--- src/rtl/vend_dispense_sequencer.sv ---
// vend_dispense_sequencer: runs the product-release motor, then pays change one hopper coin at a time.
// Every output is registered from the next-state decode, so each output lines up with its state.
module vend_dispense_sequencer #(
    parameter int MOTOR_CYCLES  = 20,
    parameter int SETTLE_CYCLES = 10,
    parameter int COIN_PULSE    = 4,
    parameter int COIN_TIMEOUT  = 50,
    parameter int COIN_VALUE    = 5
) (
    input  logic       clk,
    input  logic       reset,
    input  logic       give,
    input  logic [1:0] product,
    input  logic [4:0] change,
    input  logic       coin_sense,
    input  logic       fault_clr,
    output logic [2:0] motor_en,
    output logic       coin_eject,
    output logic       busy,
    output logic       done,
    output logic       fault,
    output logic [4:0] coins_paid
);
    localparam int M1 = MOTOR_CYCLES > SETTLE_CYCLES ? MOTOR_CYCLES : SETTLE_CYCLES;
    localparam int M2 = COIN_PULSE > COIN_TIMEOUT ? COIN_PULSE : COIN_TIMEOUT;
    localparam int CW = $clog2((M1 > M2 ? M1 : M2) + 1);

    typedef enum logic [2:0] {IDLE, MOTOR, SETTLE, EJECT, WAIT_COIN, DONE, FAULT} state_t;

    state_t        state, state_n;
    logic [CW-1:0] cnt, cnt_n;
    logic [4:0]    coins_left, coins_left_n, req, paid_n;
    logic [1:0]    prod, prod_n;
    logic          sense_ok;

    assign req = 5'(32'(change) / COIN_VALUE);

    always_comb begin
        state_n      = state;
        prod_n       = prod;
        coins_left_n = coins_left;
        paid_n       = coins_paid;
        cnt_n        = (state == MOTOR || state == SETTLE || state == EJECT || state == WAIT_COIN) ? cnt + CW'(1) : '0;
        sense_ok     = coin_sense && (state == EJECT || state == WAIT_COIN) && coins_left != 5'd0;
        if (sense_ok) begin
            coins_left_n = coins_left - 5'd1;
            paid_n       = coins_paid >= 5'(30 - COIN_VALUE) ? 5'd30 : coins_paid + 5'(COIN_VALUE);
        end
        case (state)
            IDLE: begin
                if (give && (product != 2'b00 || req != 5'd0)) begin
                    prod_n       = product;
                    coins_left_n = req;
                    paid_n       = '0;
                    state_n      = product != 2'b00 ? MOTOR : EJECT;
                end
            end
            MOTOR: begin
                if (cnt == CW'(MOTOR_CYCLES - 1)) begin
                    state_n = SETTLE;
                    cnt_n   = '0;
                end
            end
            SETTLE: begin
                if (cnt == CW'(SETTLE_CYCLES - 1)) begin
                    state_n = coins_left != 5'd0 ? EJECT : DONE;
                    cnt_n   = '0;
                end
            end
            EJECT: begin
                // a coin sensed mid-pulse already counts, so skip the wait when nothing is left
                if (cnt == CW'(COIN_PULSE - 1)) begin
                    state_n = coins_left_n != 5'd0 ? WAIT_COIN : DONE;
                    cnt_n   = '0;
                end
            end
            WAIT_COIN: begin
                if (sense_ok) begin
                    state_n = coins_left_n != 5'd0 ? EJECT : DONE;
                    cnt_n   = '0;
                end else if (cnt == CW'(COIN_TIMEOUT - 1)) begin
                    state_n = FAULT;
                end
            end
            DONE: state_n = IDLE;
            FAULT: begin
                if (fault_clr) begin
                    state_n      = IDLE;
                    coins_left_n = '0;
                end
            end
            default: state_n = IDLE;
        endcase
    end

    always_ff @(posedge clk or posedge reset) begin
        if (reset) begin
            state      <= IDLE;
            cnt        <= '0;
            coins_left <= '0;
            prod       <= '0;
            motor_en   <= '0;
            coin_eject <= 1'b0;
            busy       <= 1'b0;
            done       <= 1'b0;
            fault      <= 1'b0;
            coins_paid <= '0;
        end else begin
            state      <= state_n;
            cnt        <= cnt_n;
            coins_left <= coins_left_n;
            prod       <= prod_n;
            motor_en   <= state_n == MOTOR ? {prod_n == 2'd3, prod_n == 2'd2, prod_n == 2'd1} : 3'b000;
            coin_eject <= state_n == EJECT;
            busy       <= !(state_n == IDLE || state_n == DONE);
            done       <= state_n == DONE;
            fault      <= state_n == FAULT;
            coins_paid <= paid_n;
        end
    end
endmodule

--- config.mk ---
export PLATFORM = sky130hd
export DESIGN_NAME = vend_dispense_sequencer
export DESIGN_NICKNAME = d
export VERILOG_FILES = /design/src/rtl/vend_dispense_sequencer.sv
export SDC_FILE = /design/constraint.sdc
export NUM_CORES = 1
export LEC_CHECK = 0
export CAP_MARGIN = 20
export CORE_MARGIN = 4
export CORE_UTILIZATION = 55
export CTS_CLUSTER_DIAMETER = 30
export DETAILED_ROUTE_END_ITERATION = 6
export PLACE_DENSITY = 0.82
export RECOVER_POWER = 25
export SKIP_CTS_REPAIR_TIMING = 1
export SYNTH_ARGS = -nofsm -noshare
export SYNTH_HDL_FRONTEND = slang
export SYNTH_SLANG_ARGS = --single-unit
--- constraint.sdc ---
create_clock -name clk -period 3 [get_ports clk]
set_clock_uncertainty 0.1 [all_clocks]
set_input_delay 0.3 -clock clk [delete_from_list [all_inputs] [get_ports clk]]
set_output_delay 0.3 -clock clk [all_outputs]
set_load 0.05 [all_outputs]
==> results <==
- The TritonCTS sink count is 28.
- The mean routed wirelength per cell is 13.7 um.
- During placement, the flow inserted port buffers numbering 23.
- The area used by multi-input combinational logic is 1150 um2.
- For this run, design rule violations remaining after detail routing come to 0.
- The type of the most critical hold path is reg2reg.
- The initial antenna violation count is 0.
- The final clock period utilization by the worst path is 92.6%.
- In the synthesized netlist the async set-or-reset flop fraction comes to 100%.
- The clock latency of the later-clocked register in the worst-skew pair is 0.33 ns.
- Wires add up to 3.97 mm.
- The initial detailed-routing violation count is 68.
- The number of clock buffers inserted by TritonCTS is 3.
- The worst slack at placement is 0.0400 ns.
- In this run the static leakage power is 1.00 nW.
- The count of flip-flops with a built-in enable after synthesis is 0.
- nor2_1 is the most common cell in the netlist.
- The max-slew violation total from the final report is 29.
- The average instance area after synthesis is 9.10 um2.
- The register clock-pin slew on the reported worst setup and hold paths is 0.16 ns.
- The floorplan has 21 rows.
- The floorplan die height is 67.4 um.
- The die is 67.4 um wide.
- After synthesis, the netlist uses 55 different library cells.
- The number of antenna cells inserted is 0.
- The number of buffer and inverter instances along the worst setup path is 1.
- The data required time at the worst endpoint is 3.14 ns.
- The worst setup path is launched from a flip-flop.
- In this design, the stage delay of the slowest critical-path cell is 0.45 ns.
- The data arrival time of the worst path is 2.92 ns.
- The library cell with the largest summed area after synthesis is dfrtp_1.
- The root buffer cell chosen for the clock tree is clkbuf_4.
- The clock period minus worst slack is 2.78 ns.
- The flow ran to the end, but the final reports show violations.
- The commonest cells after synthesis are nor2_1, dfrtp_1, nand2_1.
- Setup repair after global routing left no endpoint under its margin.
- The area taken by flip-flops and latches is 701 um2.
- STA classifies the critical path endpoint as a flip-flop.
- The finished cells cover 2330 um2.
- The critical setup path kind is reg2reg.
- Combinational logic burns 54.0% of the power.
- The slowest stage of the critical path belongs to the cell dfrtp_1.
- The clock passes through at most 2 buffers.
- In this run, the clock network consumes 12.8% of the power.
- Counting the fill cells in the layout gives 286.
- The final worst setup slack is 0.222 ns.
- The cell count after synthesis came out at 213.
- The iteration count of the initial detailed-routing pass is 4.
- The die outline area is 4540 um2.
- Walking the worst path, the cells encountered are inv_1 > ha_2 > or3b_1 > o221a_4 > a32oi_2 > a31oi_4 > a311oi_4 > nand2_2 > nor4_1.
- The checks that failed: capacitance limit, slew limit.
- Of the post-synthesis cell area, the dominant cell type holds 36.2%.
- The core area is 3360 um2.
- The starting density of the core is 57.6%.
- The max-cap violation count is 1.
- The switching power share of the total is 44.4%.
- The detail-routed via count per cell is 5.68.
- Of the synthesized area, sequential elements account for 36.2%.
- Summing all placed instances gives a cell area of 2270 um2.
- Measured against its own limit, the worst slew margin works out to -0.653%.
- The global-route wire length before repair is 7.04 mm.
- The count of antenna-violating nets left after detailed routing is 0.
- The maximum net fanout on the critical path is 5.
- The final layout contains 267 nets.
- The transition time at the pin with the least slew margin is 1.51 ns.
- The Yosys step of the flow raised 0 warnings.
- Setup violations remaining at the end of the flow were counted as 0.
- The design internal power is 0.00110 W.
- The synthesis-to-layout area growth is 20.3%.
- Across the VDD grid, the largest voltage drop is 0.624 mV.
- In the synthesized netlist the dominant register cell turns out to be dfrtp_1.
- The number of nets handed over by synthesis was 235.
- In the final layout, the share of cells above drive strength 1 is 11.9%.
- Routability-driven placement finished with a final weighted congestion of 0.848.
- The maximum achievable frequency is 360 MHz.
- Entering global routing, the biggest net connects 29 pins.
- The reported net switching power is 0.000875 W.
- Synthesis inferred 28 register bits.
- The TritonCTS clock tree is built.
- In the post-synthesis netlist, the biggest area contributors are dfrtp_1, ha_1, nor2_1.
- The share of total power dissipated in sequential elements is 33.2%.
- In this run the number of H-tree levels came out at 1.
- The power density over the cells is 846 nW/um2.
- The via count is 1647.
- Global routing consumed, over all layers together, 19.8% of the routing resources.
- The total negative slack for setup checks is 0 ns.
- The HPWL after detailed placement is 3.08 mm.
- After synthesis the cells add up to 1940 um2.
- The overall overflow remaining after global route is 0.
- On the critical path the largest part of the delay comes from compound AO/OA/AOI/OAI gates.
- The final hold violation count was 0.
- The via count of the first global-routing pass was 1566.
- For this design the top-level I/O count stands at 24.
[layout make-up]
cell class | instances | share of cell area, %
multi-input combinational | 163 | 49.2
tap | 46 | 2.47
sequential | 28 | 30.1
timing repair buffer | 36 | 13.9
clock inverter | 1 | 1.29
inverter | 13 | 2.09
clock buffer | 3 | 0.966
[flip-flops by register name (all words and copies together), names as in the netlist, 2 cells and up]
signal and count:
cnt 6, coins_left 5, coins_paid 5, motor_en 3
state 3, prod 2
[per-stage QoR]
stage	utilization, %	hold slack, ns	power, W	std cells
after floorplan	-	0.265	0.00143	213
after global placement	67.4	0.382	0.00168	286
after detailed placement	67.4	0.389	0.00170	286
after CTS	69.0	0.221	0.00196	290
after global routing	69.3	0.430	0.00212	290
final	69.3	0.406	0.00197	290
[per-layer routing]
layer	track usage (%)	vias up	wire, um
li1	-	825	-
met3	3.00	4	127
met2	32.5	24	1870
met1	27.9	794	1950
met5	0	-	0
met4	3.80	0	25
[power by group through the flow]
stage / Clock [W] / Combinational, W / Sequential, W
after floorplan: 0 / 0.000666 / 0.000766
after global placement: 0 / 0.00102 / 0.000658
after detailed placement: 0 / 0.00104 / 0.000661
after CTS: 0.000256 / 0.00105 / 0.000654
after global routing: 0.000272 / 0.00117 / 0.000681
final: 0.000252 / 0.00107 / 0.000654
[cells by family after synthesis]
kind of cell    after synthesis  share of synthesized area, %
fa+ha+maj                    10                          6.46
flops                        28                          36.2
mux                           8                          4.26
simple gates                 85                          23.1
xor+xnor                     10                          4.52
buf+inv                      22                          5.36
compound gates               50                          20.1
[placed cells by master, fill, tap and decap left out, types with 3 or more instances in the layout]
cell              n
nor2_1           30
dfrtp_1          28
clkdlybuf4s50_1  22
nand2_1          18
inv_1            12
buf_4            12
a21oi_1          10
ha_1              9
nand3_1           6
xnor2_1           6
mux2i_1           6
o21ai_1           5
o211ai_1          5
o21ai_0           5
nor4b_1           4
xor2_1            4
nor2b_1           3
nand2b_1          3
o21a_1            3
o22ai_1           3
nor4_1            3
clkbuf_4          3
[final timing paths]
path                               start       endpoint  slack [ns]  cells after the start
setup / recovery           coins_left[0]    motor_en[0]        0.22                      9
hold / removal                    cnt[0]         cnt[0]        0.41                      1
setup reg to reg           coins_left[0]    motor_en[0]        0.22                      9
hold reg to reg                   cnt[0]         cnt[0]        0.41                      1
max in group asynchronous          reset  coins_left[2]        1.13                      3
min in group asynchronous          reset    motor_en[2]        0.80                      3
Note: power is estimated with default switching activity, not from simulation.
